**config.mk**
```make
export PLATFORM = sky130hd
export DESIGN_NAME = datapath_ctrl
export DESIGN_NICKNAME = d
export VERILOG_FILES = /design/src/rtl/datapath_ctrl_pkg.sv /design/src/rtl/datapath_ctrl.sv
export SDC_FILE = /design/constraint.sdc
export NUM_CORES = 1
export LEC_CHECK = 0
export ABC_AREA = 0
export BUFFER_PORTS_ARGS = -buffer_cell sky130_fd_sc_hd__buf_2
export CORE_MARGIN = 5
export CORE_UTILIZATION = 28
export CTS_BUF_LIST = sky130_fd_sc_hd__clkbuf_16
export DETAILED_ROUTE_END_ITERATION = 7
export HOLD_SLACK_MARGIN = 0.15
export PLACE_DENSITY_LB_ADDON = 0.1
export SETUP_SLACK_MARGIN = 0.2
export SYNTH_ARGS = -nofsm -noshare
export SYNTH_HDL_FRONTEND = slang
export SYNTH_SLANG_ARGS = --single-unit
export TNS_END_PERCENT = 10
```
**constraint.sdc**
```tcl
create_clock -name clk -period 1.8 [get_ports clk]
set_input_delay 0.36 -clock clk [delete_from_list [all_inputs] [get_ports clk]]
set_output_delay 0.36 -clock clk [all_outputs]
set_load 0.05 [all_outputs]
```
**src/rtl/datapath_ctrl_pkg.sv**
```systemverilog
// Shared definitions for the datapath command controller: opcode map,
// FSM state encoding and the carry-sticky update helper.
package datapath_ctrl_pkg;

    // Datapath opcode map, bit order {zero_b, inv_b, cin}; Y = A + mux(B) + cin
    localparam logic [2:0] OP_ADD    = 3'b000;  // A + B
    localparam logic [2:0] OP_ADD1   = 3'b001;  // A + B + 1
    localparam logic [2:0] OP_ADDNB  = 3'b010;  // A + ~B
    localparam logic [2:0] OP_SUB    = 3'b011;  // A - B
    localparam logic [2:0] OP_PASSA  = 3'b100;  // A
    localparam logic [2:0] OP_INC    = 3'b101;  // A + 1
    localparam logic [2:0] OP_DEC    = 3'b110;  // A - 1
    localparam logic [2:0] OP_PASS   = 3'b111;  // A (carry set)

    typedef enum logic [1:0] {
        ST_IDLE = 2'b00,
        ST_EXEC = 2'b01,
        ST_RESP = 2'b10
    } state_t;

    // Sticky carry on a capture: a simultaneous clear drops the history but
    // the carry being captured still counts.
    function automatic logic sticky_next(input logic sticky,
                                         input logic clr,
                                         input logic co);
        return (clr ? 1'b0 : sticky) | co;
    endfunction

endpackage

```
**src/rtl/datapath_ctrl.sv**
```systemverilog
// Command-side master for the arithmetic datapath. Accepts one command at a
// time, drives registered operands/opcode, waits out the datapath latency,
// captures Y/co and returns them on a valid/ready response channel. Keeps an
// accumulator so chained operations need no host round-trip.
module datapath_ctrl
    import datapath_ctrl_pkg::*;
#(
    parameter int N    = 16,
    parameter int PIPE = 0
) (
    input  logic         clk,
    input  logic         rst_n,
    input  logic         cmd_valid,
    output logic         cmd_ready,
    input  logic [2:0]   cmd_op,
    input  logic         cmd_src_acc,
    input  logic         cmd_wr_acc,
    input  logic [N-1:0] cmd_a,
    input  logic [N-1:0] cmd_b,
    input  logic         acc_clr,
    output logic         rsp_valid,
    input  logic         rsp_ready,
    output logic [N-1:0] rsp_y,
    output logic         rsp_co,
    output logic         co_sticky,
    output logic [N-1:0] acc,
    output logic [N-1:0] dp_a,
    output logic [N-1:0] dp_b,
    output logic [2:0]   dp_opcode,
    input  logic [N-1:0] dp_y,
    input  logic         dp_co
);

    state_t      state_r;
    logic [1:0]  cnt_r;
    logic        wr_acc_r;
    logic        capture_s;

    // Result is sampled on the last EXEC cycle, when the latency count is spent
    assign capture_s = (state_r == ST_EXEC) && (cnt_r == 2'd0);

    // Command FSM: operand latch, latency countdown and response registers
    always_ff @(posedge clk or negedge rst_n) begin
        if (!rst_n) begin
            state_r   <= ST_IDLE;
            cnt_r     <= 2'd0;
            wr_acc_r  <= 1'b0;
            cmd_ready <= 1'b1;
            rsp_valid <= 1'b0;
            rsp_y     <= '0;
            rsp_co    <= 1'b0;
            dp_a      <= '0;
            dp_b      <= '0;
            dp_opcode <= 3'b000;
        end else begin
            case (state_r)
                ST_IDLE: begin
                    if (cmd_valid) begin
                        // A clear in the accept cycle means A sees the cleared value
                        dp_a      <= cmd_src_acc ? (acc_clr ? '0 : acc) : cmd_a;
                        dp_b      <= cmd_b;
                        dp_opcode <= cmd_op;
                        wr_acc_r  <= cmd_wr_acc;
                        cnt_r     <= 2'(PIPE);
                        cmd_ready <= 1'b0;
                        state_r   <= ST_EXEC;
                    end else begin
                        cmd_ready <= 1'b1;
                    end
                end
                ST_EXEC: begin
                    if (cnt_r != 2'd0) begin
                        cnt_r <= cnt_r - 2'd1;
                    end else begin
                        rsp_y     <= dp_y;
                        rsp_co    <= dp_co;
                        rsp_valid <= 1'b1;
                        state_r   <= ST_RESP;
                    end
                end
                ST_RESP: begin
                    if (rsp_ready) begin
                        rsp_valid <= 1'b0;
                        cmd_ready <= 1'b1;
                        state_r   <= ST_IDLE;
                    end else begin
                        rsp_valid <= 1'b1;
                    end
                end
                default: begin
                    state_r   <= ST_IDLE;
                    cmd_ready <= 1'b1;
                    rsp_valid <= 1'b0;
                end
            endcase
        end
    end

    // Accumulator and sticky carry: a capture beats a same-cycle clear for acc
    always_ff @(posedge clk or negedge rst_n) begin
        if (!rst_n) begin
            acc       <= '0;
            co_sticky <= 1'b0;
        end else if (capture_s) begin
            co_sticky <= sticky_next(co_sticky, acc_clr, dp_co);
            if (wr_acc_r) begin
                acc <= dp_y;
            end else if (acc_clr) begin
                acc <= '0;
            end else begin
                acc <= acc;
            end
        end else if (acc_clr) begin
            acc       <= '0;
            co_sticky <= 1'b0;
        end else begin
            acc       <= acc;
            co_sticky <= co_sticky;
        end
    end

endmodule

```
==> results by group, run 1 <==
Worst setup path
  – Source of the critical timing path: state_r[0]$_DFFE_PN0P_
  – Worst setup EP type: flip-flop
  – CP delay by family, top: flip-flops
  – CP Capture Point: state_r[0]$_DFFE_PN0P_
  – Crit start category: flip-flop
  – Reg-to-Reg Start: state_r[0]$_DFFE_PN0P_
  – Crit Path Class: flip-flop to flip-flop
  – Crit-path slowest cell: dfrtp_1
  – Delay of the slowest cell on the worst path: 0.39 ns
  – Reg2Reg Capture Point: state_r[0]$_DFFE_PN0P_
  – Required time worst endpoint: 2.02 ns
  – Critical path arrival: 1.80 ns
  – Reg2Reg Depth: 5
  – Setup slack, reg-to-reg: 0.22 ns
  – Crit-path cells: inv_1 > ha_2 > and2b_4 > nor3_4 > mux2_1
  – Critical path buffers and inverters: 1
  – Crit Path Max Fanout: 6
  – Worst path depth: 5

Clock tree
  – Clk sink count: 76
  – Clock H-tree levels: 3
  – Worst skew pair latency: 0.33 ns
  – CTS tree: done
  – Reg clk slew, reported paths: 0.06 ns
  – Root Buffer: clkbuf_16
  – Max clock buf depth: 2
  – CTS buffer count: 9

Global route
  – Initial antenna violation count: 0
  – First-pass GRT wire length: 13.81 mm
  – GR Overflow Total: 0
  – Vias in the first global route: 2582
  – Largest net degree at the start of global routing: 77
  – Total Routing Usage GR: 0.1225

Run status
  – Status: completed

Power
  – Clk pwr share: 0.184
  – Worst VDD drop: 0.0007825 V
  – Reg power frac: 0.277
  – Pwr/cell area: 2189 mW/mm2
  – Switching Share: 0.4663
  – Total power: 10.30 mW
  – Comb pwr share: 0.539
  – Cell Int Power: 5.496 mW
  – NetSw: 4.802 mW
  – Leakage: 2.506 nW

Place
  – Port bufs: 129
  – GPL Wtd Cong: 0.7425
  – DP Area: 0.004358 mm2
  – DP HPWL: 6.118 mm

Final layout
  – ANT cells: 0
  – Area Growth Syn to Fin: 34.33%
  – Layout cell share with drive strength beyond 1: 0.5025
  – Final core occ: 0.3884
  – Nets: 465
  – Cell area after layout: 0.004705 mm2

Synth
  – Netlist cell types: 30
  – Yosys warns: 0
  – Most frequent cell after synthesis: dfrtp_1
  – Seq/Total Area, Yosys: 0.5434
  – Synth area leader: dfrtp_1
  – Post-synth EDFFs: 0
  – Top FF cell, synth: dfrtp_1
  – Async SR Flop Fraction: 1.000
  – Synth top area cells: dfrtp_1, mux2_4, mux2i_1, nand2b_1, mux2_1
  – Synth top cells by count: dfrtp_1, mux2_4, inv_1
  – Yosys top cell area share: 0.5359
  – #FFs+latches synth: 76
  – Mapped Nets: 328
  – Mapped cell area: 0.003502 mm2
  – Syn Inst Count: 262
  – Syn avg cell area: 13.37 um2

Routing
  – DR DRC count: 0
  – Initial detailed-routing violation count: 61
  – Routed via count: 2393
  – DRT antenna net count: 0
  – WL per Instance: 15.43 um
  – Total iterations of the first detailed-routing run: 4
  – Vias per inst: 4.184
  – WL final: 8.828 mm

STA
  – Hold Slack: 0.2425 ns
  – Final hold violation count: 0
  – Slew @ Worst Pin: 0.5503 ns
  – Final Skew: 0.003778 ns
  – Final Max Slew Viols: 0
  – Setup-failing EPs final: 0
  – Period utilisation layout: 0.8762
  – Fmax: 0.6341 GHz
  – RSZ-0062 raised after global routing: true
  – Final setup TNS: 0 ns
  – Relative slew margins: 0.6331
  – Crit path time final: 1.577 ns

Floorplanning
  – Die width: 121.8 um
  – Die Y: 121.8 um
  – Core Region: 0.01211 mm2
  – Die footprint: 0.01484 mm2
  – Initial Util: 0.2892
  – Top Ports: 130
  – Rows: 40

Hold path
  – Min-delay worst type: input pin to flip-flop

Run
  – Max Cap Viol: 0
layout make-up:
class                           count  area (um2)
Clock buffer                        9       225.2
Sequential cell                    76        1903
Tap cell                          168       210.2
Fill cell                        1225        7407
Clock inverter                      7       82.58
Timing Repair Buffer              137       752.0
Inverter                           22       82.58
Multi-Input combinational cell    153        1449
layer usage:
layer | GRT usage | wire length, um | vias to the layer above | share of wire
met1 | 0.1561 | 3889 | 1141 | 0.44
met5 | 0 | 0 | - | 0
met3 | 0.03760 | 789 | 12 | 0.089
li1 | - | - | 1153 | -
met2 | 0.1882 | 3972 | 87 | 0.45
met4 | 0.06092 | 177 | 0 | 0.020
metrics by stage:
stage / setup WS [ns] / cells
after detailed placement: 0.1411 / 554
after floorplan: 0.2741 / 262
final: 0.2229 / 572
after global routing: 0.1682 / 572
after global placement: 0.1915 / 554
after CTS: 0.2148 / 571
cell families after synthesis:
logic type / synth area share
flip-flops: 0.5434
adder cells (fa/ha/maj): 0.02501
AO/OA/AOI/OAI: 0.03608
AND/OR/NAND/NOR: 0.07896
buffers and inverters: 0.04787
multiplexers: 0.2687
placed cells by master, fill, tap and decap left out, types with 3 or more instances in the layout:
master,instances
buf_2,128
dfrtp_1,75
mux2_4,38
inv_1,22
mux2i_1,19
nand2_1,18
nand2b_1,17
o21ai_1,12
o21ai_0,9
clkbuf_16,9
mux2_1,8
mux2_2,8
ha_1,4
buf_4,4
clkinv_1,3
buf_12,3
power groups by stage:
| stage | combinational, mW | sequential, mW | clock [mW] |
|---|---|---|---|
| finish | 5.55 | 2.85 | 1.90 |
| global route | 5.88 | 2.95 | 2.02 |
| CTS | 5.57 | 2.86 | 1.97 |
| detailed placement | 5.55 | 2.88 | 0 |
| global placement | 5.50 | 2.87 | 0 |
| floorplan | 1.83 | 5.29 | 0 |
what timing repair did:
item / in CTS / in global routing
gates resized for setup: 1 / 5
hold buffers: 1 / 0
endpoints found under the setup margin: 12 / 32
buffers inserted: 0 / 1
endpoints found under the hold margin: 75 / 0
state kept, by name, indices dropped and copies added (netlist names):
name	cells
rsp_valid	1
cmd_ready	1
wr_acc_r	1
cnt_r	2
rsp_y	16
acc	16
state_r	2
rsp_co	1
dp_opcode	3
dp_b	16
co_sticky	1
dp_a	16
how the worst min path moves through the flow:
stage              start                    to  slack, ns  cells past startpoint
2_1_floorplan      rst_n      acc[0]$_DFF_PN0_       0.06                      0
3_3_place_gp       rst_n     acc[12]$_DFF_PN0_       0.43                      2
3_5_place_dp       rst_n     acc[12]$_DFF_PN0_       0.43                      2
4_1_cts        cmd_b[14]  dp_b[14]$_DFFE_PN0P_       0.23                      2
5_1_grt        cmd_b[14]  dp_b[14]$_DFFE_PN0P_       0.24                      2
6_report       cmd_b[14]  dp_b[14]$_DFFE_PN0P_       0.24                      2
Note: power is estimated with default switching activity, not from simulation.
==> inputs of run 2 (changes only) <==
==> constraint.sdc (replaced) <==
create_clock -name clk -period 1.4 [get_ports clk]
set_input_delay 0.28 -clock clk [delete_from_list [all_inputs] [get_ports clk]]
set_output_delay 0.28 -clock clk [all_outputs]
set_load 0.01 [all_outputs]
==> results by group, run 2 (same netlist as run 1, synthesis figures left out) <==
Worst setup path
  – Reg-to-Reg Start: state_r[0]$_DFFE_PN0P_ (unchanged)
  – CP Capture Point: state_r[0]$_DFFE_PN0P_ (unchanged)
  – Critical path arrival: 1.67 ns (was 1.80 ns)
  – Delay of the slowest cell on the worst path: 0.39 ns (about the same)
  – Setup slack, reg-to-reg: -0.05 ns (was 0.22 ns)
  – Crit-path slowest cell: dfrtp_1 (unchanged)
  – Required time worst endpoint: 1.62 ns (was 2.02 ns)
  – Reg2Reg Depth: 5 (unchanged)
  – Crit start category: flip-flop (unchanged)
  – Crit-path cells: inv_2 > ha_4 > and2b_4 > nor3_4 > mux2_4 (was inv_1 > ha_2 > and2b_4 > nor3_4 > mux2_1)
  – Crit Path Class: flip-flop to flip-flop (unchanged)
  – Crit Path Max Fanout: 3 (was 6)
  – Reg2Reg Capture Point: state_r[0]$_DFFE_PN0P_ (unchanged)
  – Source of the critical timing path: state_r[0]$_DFFE_PN0P_ (unchanged)
  – Worst setup EP type: flip-flop (unchanged)

Global route
  – Largest net degree at the start of global routing: 39 (was 77)
  – Initial antenna violation count: 0 (unchanged)
  – GR Overflow Total: 0 (unchanged)
  – Vias in the first global route: 2660 (was 2582)
  – First-pass GRT wire length: 14.24 mm (was 13.81 mm)
  – Total Routing Usage GR: 0.1255 (was 0.1225)

Power
  – Worst VDD drop: 0.001086 V (was 0.0007825 V)
  – Pwr/cell area: 2249 mW/mm2 (was 2189 mW/mm2)
  – Leakage: 2.652 nW (was 2.506 nW)
  – Total power: 11.19 mW (was 10.30 mW)

Routing
  – WL per Instance: 15.55 um (was 15.43 um)
  – Initial detailed-routing violation count: 64 (was 61)
  – Total iterations of the first detailed-routing run: 4 (unchanged)
  – Routed via count: 2486 (was 2393)
  – WL final: 9.146 mm (was 8.828 mm)
  – Vias per inst: 4.228 (was 4.184)
  – DR DRC count: 0 (unchanged)
  – DRT antenna net count: 0 (unchanged)

STA
  – Fmax: 0.6915 GHz (was 0.6341 GHz)
  – Slew @ Worst Pin: 0.5589 ns (was 0.5503 ns)
  – Hold Slack: 0.1701 ns (was 0.2425 ns)
  – Final setup TNS: -0.04622 ns (was 0 ns)
  – Setup-failing EPs final: 1 (was 0)
  – Final Max Slew Viols: 0 (unchanged)
  – Final worst slack: -0.04622 ns (was 0.2229 ns)
  – RSZ-0062 raised after global routing: true (unchanged)
  – Crit path time final: 1.446 ns (was 1.577 ns)
  – Period utilisation layout: 1.033 (was 0.8762)
  – Final Skew: 0.006404 ns (was 0.003778 ns)
  – Relative slew margins: 0.6274 (was 0.6331)
  – Final hold violation count: 0 (unchanged)

Final layout
  – Nets: 481 (was 465)
  – Non-Filler Instances: 588 (was 572)
  – Layout cell share with drive strength beyond 1: 0.5762 (was 0.5025)
  – ANT cells: 0 (unchanged)
  – Area Growth Syn to Fin: 42.01% (was 34.33%)
  – Cell area after layout: 0.004974 mm2 (was 0.004705 mm2)
  – Highest-count cells in the layout ignoring fill and taps: buf_2, dfrtp_1, mux2_4 (unchanged)
  – Commonest non-fill, non-tap cell in the layout: buf_2 (unchanged)
  – Fillers: 1197 (was 1225)

Floorplanning
  – Initial Util: 0.2892 (unchanged)
  – Die width: 121.8 um (unchanged)
  – Core Region: 0.01211 mm2 (unchanged)
  – Die footprint: 0.01484 mm2 (unchanged)
  – Rows: 40 (unchanged)
  – Top Ports: 130 (unchanged)
  – Die Y: 121.8 um (unchanged)

Place
  – GPL Wtd Cong: 0.7179 (was 0.7425)
  – DP Area: 0.004548 mm2 (was 0.004358 mm2)
  – DP HPWL: 6.484 mm (was 6.118 mm)
  – Port bufs: 129 (unchanged)
  – Post-placement cell count: 569 (was 554)

Run
  – Max Cap Viol: 0 (unchanged)

Clock tree
  – Clk sink count: 76 (unchanged)
  – Max clock buf depth: 2 (unchanged)
  – CTS tree: done (unchanged)
  – CTS buffer count: 9 (unchanged)
  – Reg clk slew, reported paths: 0.06 ns (about the same)
  – Clock H-tree levels: 3 (unchanged)
  – Root Buffer: clkbuf_16 (unchanged)
  – Worst skew pair latency: 0.34 ns (was 0.33 ns)

Hold path
  – Min-delay worst type: input pin to flip-flop (unchanged)
  – Hold Crit Depth: 3 (was 2)

Run status
  – Failing checks: negative setup slack
  – Status: finished with violations (was completed)
run 2: through the flow:
step,worst slack [ns],utilization
floorplan,-0.06415,-
global placement,-0.05254,0.3755
detailed placement,-0.07466,0.3755
CTS,-0.05701,0.4096
global route,-0.08674,0.4106
finish,-0.04622,0.4106
run 2: area by class of cell:
cell class	instances	area [um2]	area share
multi-input cells	153	1541	0.3099
well taps	168	210.2	0.04226
repair buffers	153	928.4	0.1867
flip-flops and latches	76	1903	0.3826
inverters	22	82.58	0.01660
clock inverters	7	82.58	0.01660
clock buffers	9	225.2	0.04528
run 2: report_power, final:
group          internal, mW  switching, mW  leakage [nW]
Sequential             3.17          0.501         0.946
Clock                  1.54          0.903         0.158
Combinational          2.88           2.19          1.55
run 2: per-layer routing:
| layer | vias to the layer above | global-route usage | share of wire |
|---|---|---|---|
| met5 | - | 0 | 0 |
| met4 | 0 | 0.05252 | 0.017 |
| met3 | 14 | 0.04457 | 0.081 |
| met2 | 88 | 0.1923 | 0.45 |
| met1 | 1195 | 0.1607 | 0.45 |
| li1 | 1189 | - | - |
run 2: worst min path at each step:
stage / slack [ns] / from / to
floorplan: -0.02 / rst_n / acc[0]$_DFF_PN0_
global placement: 0.28 / rst_n / dp_a[13]$_DFFE_PN0P_
detailed placement: 0.28 / rst_n / dp_a[13]$_DFFE_PN0P_
CTS: 0.15 / dp_y[2] / acc[2]$_DFF_PN0_
global route: 0.16 / cmd_wr_acc / wr_acc_r$_DFFE_PN0P_
finish: 0.17 / dp_y[13] / acc[13]$_DFF_PN0_
run 2: timing repair:
action | CTS | global route
endpoints found under the setup margin | 76 | 76
hold endpoints to repair | 75 | 0
buffers inserted | 1 | 0
pin swaps | 4 | 3
resized for setup | 26 | 3
cloned | 1 | 0
hold buffers | 1 | 0
run 2: critical path: cells and delay by family (launching register included):
family        cells  cell delay, ns
mux               1            0.32
buf+inv           1            0.07
flops             1            0.39
fa+ha+maj         1            0.17
simple gates      2            0.37
